<file path="src/rtl/regfile_pkg.sv">
// Shared register-file constants and write-back scheduler state, also used by the register file and decode.
package regfile_pkg;

  localparam int W  = 32;
  localparam int AW = 3;

  localparam logic [AW-1:0] REG_LR = 3'd6;
  localparam logic [AW-1:0] REG_PC = 3'd7;

  typedef enum logic {
    RUN   = 1'b0,
    DRAIN = 1'b1
  } state_t;

  function automatic logic is_pc(input logic [AW-1:0] addr);
    return addr == REG_PC;
  endfunction

endpackage

</file>
<file path="src/rtl/regfile_wb_scheduler_if.sv">
// Write-back requester handshakes plus the register-file write port driven by the scheduler.
interface regfile_wb_scheduler_if #(
  parameter int W  = 32,
  parameter int AW = 3
);

  logic          alu_valid;
  logic [AW-1:0] alu_addr;
  logic [W-1:0]  alu_data;
  logic          alu_ready;

  logic          mem_valid;
  logic [AW-1:0] mem_addr;
  logic [W-1:0]  mem_data;
  logic          mem_ready;

  logic          link_req;
  logic          flush;

  logic          rf_we;
  logic [AW-1:0] rf_add3;
  logic [W-1:0]  rf_in;
  logic          rf_lrwrite;
  logic          busy;
  logic          err_pc_write;

  modport master (
    output alu_valid, alu_addr, alu_data,
    output mem_valid, mem_addr, mem_data,
    output link_req, flush,
    input  alu_ready, mem_ready,
    input  rf_we, rf_add3, rf_in, rf_lrwrite, busy, err_pc_write
  );

  modport slave (
    input  alu_valid, alu_addr, alu_data,
    input  mem_valid, mem_addr, mem_data,
    input  link_req, flush,
    output alu_ready, mem_ready,
    output rf_we, rf_add3, rf_in, rf_lrwrite, busy, err_pc_write
  );

endinterface

</file>
<file path="src/rtl/regfile_wb_scheduler_rr_arb2.sv">
// Two-way round-robin arbiter, combinational grant; bit 0 = ALU, bit 1 = load.
// Masked requesters are invisible; a tie goes to whichever side was not granted last.
module rr_arb2 (
  input  logic       clk,
  input  logic       rst,
  input  logic [1:0] req,
  input  logic [1:0] mask,
  input  logic       advance,
  output logic [1:0] gnt
);

  logic       last_alu;
  logic [1:0] elig;

  always_comb begin
    elig = req & ~mask;
    gnt  = elig;
    if (elig == 2'b11) begin
      gnt = last_alu ? 2'b10 : 2'b01;
    end
  end

  // Cleared pointer means "load went last", so the first tie after reset favours the ALU.
  always_ff @(posedge clk or negedge rst) begin
    if (!rst) begin
      last_alu <= 1'b0;
    end else if (advance) begin
      last_alu <= gnt[0];
    end
  end

endmodule

</file>
<file path="src/rtl/regfile_wb_scheduler.sv">
// Single write port scheduler for the register file: one-cycle registered write-back, LR link updates, PC write blocking.
// Requesters see combinational ready; flush or a pending link to LR holds them off until the write can issue.
module regfile_wb_scheduler #(
  parameter int                W      = regfile_pkg::W,
  parameter int                AW     = regfile_pkg::AW,
  parameter logic [AW-1:0]     PC_REG = regfile_pkg::REG_PC,
  parameter logic [AW-1:0]     LR_REG = regfile_pkg::REG_LR
) (
  input logic                   clk,
  input logic                   rst,
  regfile_wb_scheduler_if.slave bus
);

  import regfile_pkg::state_t;
  import regfile_pkg::RUN;
  import regfile_pkg::DRAIN;

  state_t        state, state_nxt;
  logic          link_pending, link_pending_nxt;
  logic          accept_en;
  logic          link_issue;
  logic [1:0]    req, mask, gnt;
  logic          sel_vld;
  logic [AW-1:0] sel_addr;
  logic [W-1:0]  sel_data;
  logic          wr_ok;

  logic          rf_we_q;
  logic [AW-1:0] rf_add3_q;
  logic [W-1:0]  rf_in_q;
  logic          rf_lrwrite_q;
  logic          err_q;

  // A link request issues in its own cycle, so LR-targeted data must yield to it right away.
  always_comb begin
    accept_en  = (state == RUN) && !bus.flush;
    link_issue = accept_en && (link_pending || bus.link_req);
    req        = {bus.mem_valid, bus.alu_valid};
    mask[0]    = !accept_en || (link_issue && (bus.alu_addr == LR_REG));
    mask[1]    = !accept_en || (link_issue && (bus.mem_addr == LR_REG));
  end

  rr_arb2 u_arb (
    .clk     (clk),
    .rst     (rst),
    .req     (req),
    .mask    (mask),
    .advance (sel_vld),
    .gnt     (gnt)
  );

  always_comb begin
    sel_vld  = |gnt;
    sel_addr = gnt[1] ? bus.mem_addr : bus.alu_addr;
    sel_data = gnt[1] ? bus.mem_data : bus.alu_data;
    wr_ok    = sel_vld && (sel_addr != PC_REG);
  end

  always_comb begin
    state_nxt        = state;
    link_pending_nxt = link_pending;

    if (state == RUN) begin
      if (bus.flush) state_nxt = DRAIN;
    end else begin
      if (!bus.flush && !rf_we_q) state_nxt = RUN;
    end

    if (bus.flush) begin
      link_pending_nxt = 1'b0;
    end else if (link_issue) begin
      link_pending_nxt = 1'b0;
    end else if (bus.link_req) begin
      link_pending_nxt = 1'b1;
    end
  end

  always_ff @(posedge clk or negedge rst) begin
    if (!rst) begin
      state        <= RUN;
      link_pending <= 1'b0;
      rf_we_q      <= 1'b0;
      rf_add3_q    <= '0;
      rf_in_q      <= '0;
      rf_lrwrite_q <= 1'b0;
      err_q        <= 1'b0;
    end else begin
      state        <= state_nxt;
      link_pending <= link_pending_nxt;
      rf_we_q      <= wr_ok;
      rf_lrwrite_q <= link_issue;
      // Address/data hold their last value on idle cycles; only real writes move them.
      if (wr_ok) begin
        rf_add3_q <= sel_addr;
        rf_in_q   <= sel_data;
      end
      if (sel_vld && (sel_addr == PC_REG)) begin
        err_q <= 1'b1;
      end
    end
  end

  assign bus.alu_ready    = gnt[0];
  assign bus.mem_ready    = gnt[1];
  assign bus.rf_we        = rf_we_q;
  assign bus.rf_add3      = rf_add3_q;
  assign bus.rf_in        = rf_in_q;
  assign bus.rf_lrwrite   = rf_lrwrite_q;
  assign bus.busy         = link_pending | rf_we_q | rf_lrwrite_q;
  assign bus.err_pc_write = err_q;

  a_one_ready: assert property (@(posedge clk) disable iff (!rst)
    !(bus.alu_ready && bus.mem_ready));

  a_no_pc_we: assert property (@(posedge clk) disable iff (!rst)
    rf_we_q |-> (rf_add3_q != PC_REG));

  a_drain_quiet: assert property (@(posedge clk) disable iff (!rst)
    (state == DRAIN) |-> !(bus.alu_ready || bus.mem_ready));

endmodule

</file>
<file path="src/flat_wrapper.sv">
// flat-port wrapper written by rule: the top's interface ports become plain ports
module regfile_wb_scheduler_flat import regfile_pkg::state_t; import regfile_pkg::RUN; import regfile_pkg::DRAIN;
#(
  parameter int                W      = regfile_pkg::W,
  parameter int                AW     = regfile_pkg::AW,
  parameter logic [AW-1:0]     PC_REG = regfile_pkg::REG_PC,
  parameter logic [AW-1:0]     LR_REG = regfile_pkg::REG_LR
)
  (clk, rst, bus_alu_valid, bus_alu_addr, bus_alu_data, bus_mem_valid, bus_mem_addr, bus_mem_data, bus_link_req, bus_flush, bus_alu_ready, bus_mem_ready, bus_rf_we, bus_rf_add3, bus_rf_in, bus_rf_lrwrite, bus_busy, bus_err_pc_write);
  regfile_wb_scheduler_if #(.W(W), .AW(AW)) bus_i ();
  input logic clk;
  input logic rst;
  input wire logic [$bits(bus_i.alu_valid)-1:0] bus_alu_valid;
  input wire logic [$bits(bus_i.alu_addr)-1:0] bus_alu_addr;
  input wire logic [$bits(bus_i.alu_data)-1:0] bus_alu_data;
  input wire logic [$bits(bus_i.mem_valid)-1:0] bus_mem_valid;
  input wire logic [$bits(bus_i.mem_addr)-1:0] bus_mem_addr;
  input wire logic [$bits(bus_i.mem_data)-1:0] bus_mem_data;
  input wire logic [$bits(bus_i.link_req)-1:0] bus_link_req;
  input wire logic [$bits(bus_i.flush)-1:0] bus_flush;
  output wire logic [$bits(bus_i.alu_ready)-1:0] bus_alu_ready;
  output wire logic [$bits(bus_i.mem_ready)-1:0] bus_mem_ready;
  output wire logic [$bits(bus_i.rf_we)-1:0] bus_rf_we;
  output wire logic [$bits(bus_i.rf_add3)-1:0] bus_rf_add3;
  output wire logic [$bits(bus_i.rf_in)-1:0] bus_rf_in;
  output wire logic [$bits(bus_i.rf_lrwrite)-1:0] bus_rf_lrwrite;
  output wire logic [$bits(bus_i.busy)-1:0] bus_busy;
  output wire logic [$bits(bus_i.err_pc_write)-1:0] bus_err_pc_write;
  assign bus_i.alu_valid = bus_alu_valid;
  assign bus_i.alu_addr = bus_alu_addr;
  assign bus_i.alu_data = bus_alu_data;
  assign bus_i.mem_valid = bus_mem_valid;
  assign bus_i.mem_addr = bus_mem_addr;
  assign bus_i.mem_data = bus_mem_data;
  assign bus_i.link_req = bus_link_req;
  assign bus_i.flush = bus_flush;
  assign bus_alu_ready = bus_i.alu_ready;
  assign bus_mem_ready = bus_i.mem_ready;
  assign bus_rf_we = bus_i.rf_we;
  assign bus_rf_add3 = bus_i.rf_add3;
  assign bus_rf_in = bus_i.rf_in;
  assign bus_rf_lrwrite = bus_i.rf_lrwrite;
  assign bus_busy = bus_i.busy;
  assign bus_err_pc_write = bus_i.err_pc_write;
  regfile_wb_scheduler #(.W(W), .AW(AW), .PC_REG(PC_REG), .LR_REG(LR_REG)) u_core (.clk(clk), .rst(rst), .bus(bus_i));
endmodule
</file>
<file path="config.mk">
export PLATFORM = sky130hd
export DESIGN_NAME = regfile_wb_scheduler_flat
export DESIGN_NICKNAME = d
export VERILOG_FILES = /design/src/rtl/regfile_pkg.sv /design/src/rtl/regfile_wb_scheduler_if.sv /design/src/rtl/regfile_wb_scheduler_rr_arb2.sv /design/src/rtl/regfile_wb_scheduler.sv /design/src/flat_wrapper.sv
export SDC_FILE = /design/constraint.sdc
export NUM_CORES = 1
export LEC_CHECK = 0
export ABC_CLOCK_PERIOD_IN_PS = 3150
export BUFFER_PORTS_ARGS = -buffer_cell sky130_fd_sc_hd__buf_4
export CAP_MARGIN = 20
export CORE_MARGIN = 2
export CORE_UTILIZATION = 45
export DETAILED_ROUTE_END_ITERATION = 8
export PLACE_DENSITY = 0.8
export REMOVE_ABC_BUFFERS = 1
export SLEW_MARGIN = 10
export SYNTH_ARGS = -nofsm -noshare
export SYNTH_HDL_FRONTEND = slang
export SYNTH_HIERARCHICAL = 1
export SYNTH_SLANG_ARGS = --single-unit
export TNS_END_PERCENT = 30
</file>
<file path="constraint.sdc">
create_clock -name clk -period 3.15 [get_ports clk]
set_input_delay 0.1575 -clock clk [delete_from_list [all_inputs] [get_ports clk]]
set_output_delay 0.1575 -clock clk [all_outputs]
set_load 0.05 [all_outputs]
</file>
# Word level (Yosys, flattened, before mapping)
# Index checks and enable logic that the tools add are counted.
# W data, S select, Z words.
dict set report op_classes {
  n_eq_ne 5
  n_mux 10
  bitwise_logic 5
  n_reduce_logical 15
}
# operator count
set op_table {}
lappend op_table {{$mux W32} 1}
lappend op_table {{$eq A3 B3 Y1 const B} 3}
lappend op_table {{$logic_and A1 B1 Y1} 7}
lappend op_table {{$mux W1} 6}
lappend op_table {{$mux W2} 2}
lappend op_table {{$logic_not A1 Y1} 3}
lappend op_table {{$logic_or A1 B1 Y1} 3}
lappend op_table {{$mux W3} 1}
lappend op_table {{$ne A3 B3 Y1 const B} 1}
lappend op_table {{$reduce_bool A3 Y1} 1}
lappend op_table {{$and A2 B2 Y2} 1}
lappend op_table {{$eq A2 B2 Y1 const B} 1}
lappend op_table {{$not A2 Y2} 1}
lappend op_table {{$or A1 B1 Y1} 2}
lappend op_table {{$reduce_or A2 Y1} 1}
lappend op_table {{$not A1 Y1} 1}
dict set report word_totals {
  reg_bits 41
  output_inout_bits 41
}

# Logic depth before layout (Yosys ltp)
# Gate-level depths: netlist of run 1.
dict set report depth {
  depth_word 12
  mapped_depth 9
  mapped_depth_nobuf 7
}

# Modules after synthesis
# The synthesis of run 1 kept the hierarchy.
# mod instances cells_per_inst area_per_inst_um2 seq_area_each_um2
set by_module_without_submodules {}
lappend by_module_without_submodules {regfile_wb_scheduler 1 142 2062.0 1001.0}
lappend by_module_without_submodules {rr_arb2 1 8 78.8 25.0}

# Worst setup path before layout of run 1
# Ideal clock, no wire load.
dict set report synth_timing {
  path_kind {flip-flop to flip-flop}
  from {register u_core.link_pending}
  to {register u_core.rf_in_q[0], in the netlist u_core/bus.rf_in[0]}
  arrival_ns 3.414
  slack_ns -0.389
  path_stages_with_launch 9
  path_buffers 2
  synth_period_minus_slack_ns 3.539
  cell_sequence {dfrtp_1 -> nor2_1 -> o31ai_1 -> nor3b_1 -> nor3b_1 -> buf_2 -> buf_2 -> mux2_2 -> mux2_4}
}
dict set report synth_via {
  elab_chain_len 11
}
# element line
set synth_rtl {}
lappend synth_rtl {{start, declared} regfile_wb_scheduler.sv:19} ;# logic link_pending, link_pending_nxt;
lappend synth_rtl {{start signal, assigned} regfile_wb_scheduler.sv:89} ;# link_pending <= link_pending_nxt;
lappend synth_rtl {{$logic_or A1 B1 Y1 (*)} regfile_wb_scheduler.sv:37} ;# link_issue = accept_en && (link_pending || bus.link_req);
lappend synth_rtl {{$logic_and A1 B1 Y1 (*)} regfile_wb_scheduler.sv:37}
lappend synth_rtl {{$logic_and A1 B1 Y1 (*)} regfile_wb_scheduler.sv:39} ;# mask[0] = !accept_en || (link_issue && (bus.alu_addr == LR_REG));
lappend synth_rtl {{$logic_or A1 B1 Y1 (*)} regfile_wb_scheduler.sv:39}
lappend synth_rtl {{net u_core.mask[0]} regfile_wb_scheduler.sv:22} ;# logic [1:0] req, mask, gnt;
lappend synth_rtl {{$not A2 Y2 (*)} regfile_wb_scheduler_rr_arb2.sv:16} ;# elig = req & ~mask;
lappend synth_rtl {{$and A2 B2 Y2 (*)} regfile_wb_scheduler_rr_arb2.sv:16}
lappend synth_rtl {{$eq A2 B2 Y1 (*)} regfile_wb_scheduler_rr_arb2.sv:18} ;# if (elig == 2'b11) begin
lappend synth_rtl {{$mux W2 (*)} regfile_wb_scheduler_rr_arb2.sv:18}
lappend synth_rtl {{net bus_mem_ready} flat_wrapper.sv:22} ;# output wire logic [$bits(bus_i.mem_ready)-1:0] bus_mem_ready;
lappend synth_rtl {{$mux W3} regfile_wb_scheduler.sv:54} ;# sel_addr = gnt[1] ? bus.mem_addr : bus.alu_addr;
lappend synth_rtl {{$ne A3 B3 Y1} regfile_wb_scheduler.sv:56} ;# wr_ok = sel_vld && (sel_addr != PC_REG);
lappend synth_rtl {{$logic_and A1 B1 Y1} regfile_wb_scheduler.sv:56}
lappend synth_rtl {{end signal, assigned} regfile_wb_scheduler.sv:95} ;# rf_in_q <= sel_data;
lappend synth_rtl {{end, declared} regfile_wb_scheduler.sv:30} ;# logic [W-1:0] rf_in_q;
# Mark *: on every way through the listed nets, which the timed path passes. The rest lies on a longest branch.
# A chain may end at the register's enable or synchronous reset.

# Worst setup path after layout of run 1
dict set report layout_timing {
  from {register u_core.link_pending}
  to {register u_core.rf_in_q[9], in the netlist u_core/bus.rf_in[9]}
}
# element line
set layout_lines {}
lappend layout_lines {{$logic_or A1 B1 Y1 (*)} regfile_wb_scheduler.sv:37}
lappend layout_lines {{$logic_and A1 B1 Y1 (*)} regfile_wb_scheduler.sv:37}
lappend layout_lines {{$logic_and A1 B1 Y1 (*)} regfile_wb_scheduler.sv:40} ;# mask[1] = !accept_en || (link_issue && (bus.mem_addr == LR_REG));
lappend layout_lines {{$logic_or A1 B1 Y1 (*)} regfile_wb_scheduler.sv:40}
lappend layout_lines {{net u_core.mask[1]} regfile_wb_scheduler.sv:22}
lappend layout_lines {{$not A2 Y2 (*)} regfile_wb_scheduler_rr_arb2.sv:16}
lappend layout_lines {{$and A2 B2 Y2 (*)} regfile_wb_scheduler_rr_arb2.sv:16}
lappend layout_lines {{$eq A2 B2 Y1} regfile_wb_scheduler_rr_arb2.sv:18}
lappend layout_lines {{$mux W2 (*)} regfile_wb_scheduler_rr_arb2.sv:18}
lappend layout_lines {{$reduce_or A2 Y1 (*)} regfile_wb_scheduler.sv:53} ;# sel_vld = |gnt;
lappend layout_lines {{net u_core.sel_vld} regfile_wb_scheduler.sv:23} ;# logic sel_vld;
lappend layout_lines {{$logic_and A1 B1 Y1 (*)} regfile_wb_scheduler.sv:56}
# Marked as above.

==> results of run 1 <==
[power by group through the flow]
stage / clock network (mW) / registers [mW] / logic, mW
final: 0.435 / 0.746 / 1.10
after CTS: 0.450 / 0.748 / 1.11
after detailed placement: 0 / 0.755 / 1.11
after floorplan: 0 / 1.23 / 0.263
after global routing: 0.476 / 0.765 / 1.14
after global placement: 0 / 0.750 / 1.10
[area by class of cell]
type                       count  share of cell area
tap                           54              0.0212
timing repair buffer         120               0.288
clock buffer                   6              0.0259
multi-input combinational    100               0.330
clock inverter                 2              0.0118
sequential                    41               0.322
inverter                       1             0.00118
[cell usage in the layout, fill, tap and decap left out, drive strengths merged, types with 2 or more instances in the layout]
cell	n
o21ai	3
a21o	2
o21a	2
nor3b	4
dfrtp	41
buf	119
nor2	2
o31ai	2
nor2b	2
clkbuf	6
o22ai	2
nand2	7
mux2	64
[sequential cells by signal, indices dropped and copies added (netlist names)]
register / count
u_core/state: 1
u_core/link_pending: 1
u_core/u_arb/last_alu: 1
u_core/bus.rf_lrwrite: 1
u_core/bus.rf_add3: 3
u_core/bus.rf_in: 32
u_core/bus.rf_we: 1
u_core/bus.err_pc_write: 1
[timing repair]
action                    CTS  global route
hold endpoints to repair   41             0
buffers inserted            0             0
hold buffers                1             0
[worst register-to-register path: cells and delay by family (launching register included)]
kind | cells | cell delay (ns)
compound gates | 2 | 0.56
buf+inv | 1 | 0.25
flops | 1 | 0.35
mux | 1 | 0.37
simple gates | 4 | 0.87
[worst paths after layout]
| kind | start | slack (ns) | cells after the start | to |
|---|---|---|---|---|
| setup / recovery | u_core/link_pending$_DFFE_PN0P_ | 0.65 | 8 | u_core/bus.rf_in[9]$_DFFE_PN0P_ |
| hold / removal | bus_flush | 0.06 | 2 | u_core/link_pending$_DFFE_PN0P_ |
| setup reg to reg | u_core/link_pending$_DFFE_PN0P_ | 0.65 | 8 | u_core/bus.rf_in[9]$_DFFE_PN0P_ |
| hold reg to reg | u_core/state$_DFF_PN0_ | 0.48 | 1 | u_core/bus.rf_lrwrite$_DFF_PN0_ |
| max in group asynchronous | rst | 2.42 | 2 | u_core/bus.rf_in[5]$_DFFE_PN0P_ |
| min in group asynchronous | rst | 0.39 | 2 | u_core/bus.rf_in[10]$_DFFE_PN0P_ |
[cells by family (layout without fill, tap and decap cells)]
logic type,count (synthesis),count (layout),synth area share
AO/OA/AOI/OAI,13,13,0.0415
buffers and inverters,9,129,0.0316
flip-flops,41,41,0.479
multiplexers,64,64,0.384
AND/OR/NAND/NOR,23,23,0.0637
[metal layers]
metal  wire length [µm]  global-route usage
met5                  0                   0
met4                 83              0.0556
met3                367              0.0580
met2               2550               0.314
met1               1930               0.238
[stage by stage]
stage / hold slack (ns) / worst slack, ns / util / cells
6_report: 0.0586 / 0.648 / 0.683 / 324
5_1_grt: 0.0418 / 0.480 / 0.683 / 324
4_1_cts: 0.0416 / 0.674 / 0.683 / 324
3_5_place_dp: 0.168 / 0.690 / 0.656 / 315
3_3_place_gp: 0.165 / 0.784 / 0.656 / 315
2_1_floorplan: -0.138 / -3.72 / - / 142
==> results.sh, run 1 <==
export IMPL_outcome="completed"
export IMPL_synthesis_area_um2=2140
export IMPL_dpl_cell_area_um2=3060
export IMPL_critPathBufInv=1
export IMPL_clk_pin_slew_ns=0.08
export IMPL_die_x_um=73.0
export IMPL_p_leak_nw=1.55
export IMPL_firstDrtPassIters=4
export IMPL_vias_per_cell=5.13
export IMPL_start_util=0.459
export IMPL_power_switching_uw=927
export IMPL_worst_slew_pin_slew_ns=0.500
export IMPL_rsz0062_at_grt="no"
export IMPL_grt_overflow_total=0
export IMPL_ir_worst_vdd_mv=0.363
export IMPL_worst_slew_margin_rel=0.666
export IMPL_finalSetupViolCount=0
export IMPL_period_minus_slack_ns=2.50
export IMPL_synth_edf_count=0
export IMPL_rows=25
export IMPL_synth_cell_types=29
export IMPL_avgSynthCellArea_um2=14.3
export IMPL_drt_wl_total_mm=4.94
export IMPL_via_count=1663
export IMPL_synth_top_cell_area_share=0.479
export IMPL_ys_seq_area_frac=0.479
export IMPL_gp_congestion=0.858
export IMPL_synthCells=150
export IMPL_setup_tns_ns=0
export IMPL_pwr_share_comb=0.482
export IMPL_period_share=0.794
export IMPL_startpoint_type="flop"
export IMPL_synth_warnings=6
export IMPL_hold_viol_final=0
export IMPL_cts_htree_levels=2
export IMPL_die_area_um2=5330
export IMPL_synth_seq_cells=41
export IMPL_die_h_um=73.0
export IMPL_numClockSinks=41
export IMPL_crit_family="simple AND/OR/NAND/NOR gates"
export IMPL_yosys_top_cells_count="dfrtp_1, mux2_2, mux2_4"
export IMPL_critPathKind="reg2reg"
export IMPL_synth_top_cell_by_area="dfrtp_1"
export IMPL_fmax_mhz=400
export IMPL_layout_nets=345
export IMPL_drive_above_1_share=0.700
export IMPL_multiInputGateArea_um2=1050
export IMPL_path_max_fanout=35
export IMPL_cp_end_kind="flop"
export IMPL_track_usage=0.189
export IMPL_p_int_mw=1.36
export IMPL_worst_path_largest_cell_delay_ns=0.35
export IMPL_cp_arrival_ns=2.67
export IMPL_drv_slew=0
export IMPL_final_seq_area_um2=1030
export IMPL_grt_max_degree=42
export IMPL_drtIter0Drc=90
export IMPL_grt_pass1_wl_mm=7.65
export IMPL_ant_nets=0
export IMPL_crit_slowest_cell="dfrtp_1"
export IMPL_pin_count=117
export IMPL_power_frac_clock=0.191
export IMPL_yosys_top_cells_area="dfrtp_1, mux2_4, mux2_2, mux2_1, buf_6"
export IMPL_synthArstFlopShare=1.00
export IMPL_core_um2=4660
export IMPL_cp_cell_sequence="nor2_1, o31ai_1, and3b_1, nor3b_2, or2_1, o221a_2, buf_12, mux2_1"
export IMPL_diodes=0
export IMPL_syn_to_final_growth_pct=48.8
export IMPL_cts_tree="yes"
export IMPL_cap_violations=0
export IMPL_stdcell_area_um2=3190
export IMPL_clockRootBuffer="clkbuf_8"
export IMPL_worstSkewPairLatency_ns=0.28
export IMPL_p_seq_frac=0.327
export IMPL_antenna_found_initial=0
export IMPL_cp_required_ns=3.32
export IMPL_wire_per_inst_um=15.2
export IMPL_drc_errors=0
export IMPL_fillers=366
export IMPL_ys_flop_type="dfrtp_1"
export IMPL_synth_most_common_cell="dfrtp_1"
export IMPL_switching_share=0.406
export IMPL_totalPowerFinal_mw=2.28
export IMPL_numCtsBuffers=5
export IMPL_cts_buffer_depth=2
export IMPL_grt_pass1_vias=1632
export IMPL_cts_resized_gates=0
export IMPL_power_density_nw_per_um2=716
export IMPL_final_setup_skew_ns=0.00256
export IMPL_hp_class="in2reg"
export IMPL_io_buffer_count=116
export IMPL_dpl_hpwl_mm=3.72
Note: power is estimated with default switching activity, not from simulation.
==> run 2: changes to the inputs <==
--- a/config.mk
+++ b/config.mk
@@ -5,13 +5,13 @@
 export SDC_FILE = /design/constraint.sdc
 export NUM_CORES = 1
 export LEC_CHECK = 0
-export ABC_CLOCK_PERIOD_IN_PS = 3150
+export ABC_CLOCK_PERIOD_IN_PS = 2100
 export BUFFER_PORTS_ARGS = -buffer_cell sky130_fd_sc_hd__buf_4
 export CAP_MARGIN = 20
 export CORE_MARGIN = 2
-export CORE_UTILIZATION = 45
+export CORE_UTILIZATION = 40
 export DETAILED_ROUTE_END_ITERATION = 8
-export PLACE_DENSITY = 0.8
+export PLACE_DENSITY = 0.75
 export REMOVE_ABC_BUFFERS = 1
 export SLEW_MARGIN = 10
 export SYNTH_ARGS = -nofsm -noshare
==> constraint.sdc (replaced) <==
create_clock -name clk -period 2.1 [get_ports clk]
set_input_delay 0.105 -clock clk [delete_from_list [all_inputs] [get_ports clk]]
set_output_delay 0.105 -clock clk [all_outputs]
set_load 0.05 [all_outputs]
==> run 2 against run 1 <==
The run now ends with negative setup slack left. Clock skew is 0.0012 ns higher. Design area rose by 10%. Die area grew 12%. Via count rose by 2.9%. Non-clock buffer count increased by 16. Final cell count is 9.9% higher. Total power rose by 60%. First-iteration DRC count decreased by 32%. Critical endpoint is now u_core/bus.rf_in[18]$_DFFE_PN0P_. Highest routed layer unchanged.
==> results.sh, run 2 (same netlist as run 1, synthesis figures left out) <==
export IMPL_core_um2=5140
export IMPL_pin_count=117
export IMPL_antenna_found_initial=0
export IMPL_cp_required_ns=2.27
export IMPL_gp_congestion=0.837
export IMPL_cp_cell_sequence="nor2_4, o31ai_4, and3b_2, nor3b_4, or2_4, o221a_4, buf_12, buf_12, mux2_4"
export IMPL_drt_wl_total_mm=5.83
export IMPL_period_share=1.05
export IMPL_power_density_nw_per_um2=1040
export IMPL_startpoint_type="flop"
export IMPL_via_count=1711
export IMPL_grt_max_degree=42
export IMPL_outcome="complete, but fails checks"
export IMPL_crit_top_cell="buf_12"
export IMPL_dp_cells=340
export IMPL_hold_viol_final=0
export IMPL_grt_pass1_vias=1853
export IMPL_final_setup_skew_ns=0.00372
export IMPL_fillers=398
export IMPL_cts_htree_levels=2
export IMPL_grt_overflow_total=0
export IMPL_firstDrtPassIters=4
export IMPL_cp_arrival_ns=2.39
export IMPL_mostFrequentLayoutCells="buf_4, dfrtp_1, mux2_2, mux2_4, nand2_1"
export IMPL_ir_worst_vdd_mv=0.574
export IMPL_cp_end_kind="flop"
export IMPL_crit_slowest_cell="dfrtp_1"
export IMPL_wire_per_inst_um=16.4
export IMPL_worst_slew_margin_rel=0.663
export IMPL_start_util=0.417
export IMPL_clockRootBuffer="clkbuf_8"
export IMPL_utilization=0.683
export IMPL_stdcell_count=356
export IMPL_cts_buffer_depth=2
export IMPL_final_common_cell="buf_4"
export IMPL_path_max_fanout=9
export IMPL_diodes=0
export IMPL_drc_errors=0
export IMPL_cts_tree="yes"
export IMPL_numClockSinks=41
export IMPL_drv_slew=0
export IMPL_io_buffer_count=116
export IMPL_rows=26
export IMPL_syn_to_final_growth_pct=64.0
export IMPL_crit_family="simple AND/OR/NAND/NOR gates"
export IMPL_die_x_um=77.2
export IMPL_critPathBufInv=2
export IMPL_place_ws_ns=-0.196
export IMPL_layout_nets=361
export IMPL_ant_nets=0
export IMPL_fmax_mhz=451
export IMPL_dpl_hpwl_mm=4.20
export IMPL_drtIter0Drc=61
export IMPL_critPathKind="reg2reg"
export IMPL_drive_above_1_share=0.762
export IMPL_worst_slew_pin_slew_ns=0.506
export IMPL_vias_per_cell=4.81
export IMPL_largest_register_ffs=32
export IMPL_hp_class="in2reg"
export IMPL_period_minus_slack_ns=2.21
export IMPL_cap_violations=0
export IMPL_failed_checks="negative setup slack"
export IMPL_setup_tns_ns=-2.98
export IMPL_clk_pin_slew_ns=0.08
export IMPL_worst_path_largest_cell_delay_ns=0.39
export IMPL_die_area_um2=5950
export IMPL_p_leak_nw=1.69
export IMPL_numCtsBuffers=5
export IMPL_grt_pass1_wl_mm=9.15
export IMPL_finalSetupViolCount=32
export IMPL_worstSkewPairLatency_ns=0.29
export IMPL_rsz0062_at_grt="yes"
export IMPL_worst_slack_ns=-0.115
export IMPL_die_h_um=77.2
export IMPL_track_usage=0.196
export IMPL_hold_slack_ns=0.0149
-- run 2: cell types whose count changed in the layout (fill, tap and decap cells not counted), moves of 2 or more --
| cell | change |
|---|---|
| nor2_1 | -2 |
| mux2_1 | -5 |
| buf_4 | +10 |
| buf_12 | +3 |
| o31ai_1 | -2 |
| nor2_4 | +2 |
| mux2_4 | +5 |
| o31ai_4 | +2 |
-- run 2: worst reg2reg max path, stage by stage, from the launching register on --
cell	delay, ns
dfrtp_1	0.39
nor2_4	0.07
o31ai_4	0.27
and3b_2	0.27
nor3b_4	0.18
or2_4	0.15
o221a_4	0.19
buf_12	0.13
buf_12	0.14
mux2_4	0.31
-- run 2: power breakdown --
part | switching (mW) | internal, mW
logic | 1.04 | 0.727
registers | 0.137 | 0.998
clock network | 0.278 | 0.472
total | 1.45 | 2.20
-- run 2: layer usage --
| metal | up-vias | GRT usage | part of all wire |
|---|---|---|---|
| met5 | - | 0 | 0 |
| met4 | 0 | 0.0500 | 0.0096 |
| met3 | 6 | 0.0553 | 0.068 |
| met2 | 71 | 0.331 | 0.52 |
| met1 | 824 | 0.247 | 0.40 |
| li1 | 810 | - | - |
-- run 2: final cells by class --
cell class / instances / area [µm²] / share of cell area
clock buffers: 5 / 68.8 / 0.0196
well taps: 70 / 87.6 / 0.0249
multi-input cells: 100 / 1140 / 0.326
inverters: 1 / 3.75 / 0.00107
repair buffers: 136 / 1110 / 0.318
flip-flops and latches: 41 / 1030 / 0.292
clock inverters: 3 / 65.1 / 0.0185
-- run 2: timing repair --
| action | 4_1_cts | 5_1_grt |
|---|---|---|
| endpoints found under the setup margin | 35 | 35 |
| gates resized for setup | 13 | 8 |
| pin swaps | 6 | 1 |
| endpoints found under the hold margin | 41 | 0 |
| hold buffers | 1 | 0 |
| buffers inserted | 3 | 2 |
| cloned | 1 | 1 |
-- run 2: worst paths after layout --
path | slack (ns) | to | depth (start not counted) | startpoint
max | -0.11 | u_core/bus.rf_in[18]$_DFFE_PN0P_ | 9 | u_core/link_pending$_DFFE_PN0P_
min | 0.01 | u_core/link_pending$_DFFE_PN0P_ | 2 | bus_flush
max reg2reg | -0.11 | u_core/bus.rf_in[18]$_DFFE_PN0P_ | 9 | u_core/link_pending$_DFFE_PN0P_
min reg2reg | 0.49 | u_core/bus.err_pc_write$_DFFE_PN0P_ | 1 | u_core/bus.err_pc_write$_DFFE_PN0P_
max in group asynchronous | 1.43 | u_core/bus.rf_add3[1]$_DFFE_PN0P_ | 2 | rst
min in group asynchronous | 0.32 | u_core/bus.rf_in[15]$_DFFE_PN0P_ | 2 | rst
-- run 2: metrics by stage --
step / cell area (µm²) / power [mW]
floorplan: 2080 / 2.24
global placement: 3170 / 2.81
detailed placement: 3170 / 2.83
CTS: 3450 / 3.63
global route: 3510 / 3.79
finish: 3510 / 3.65
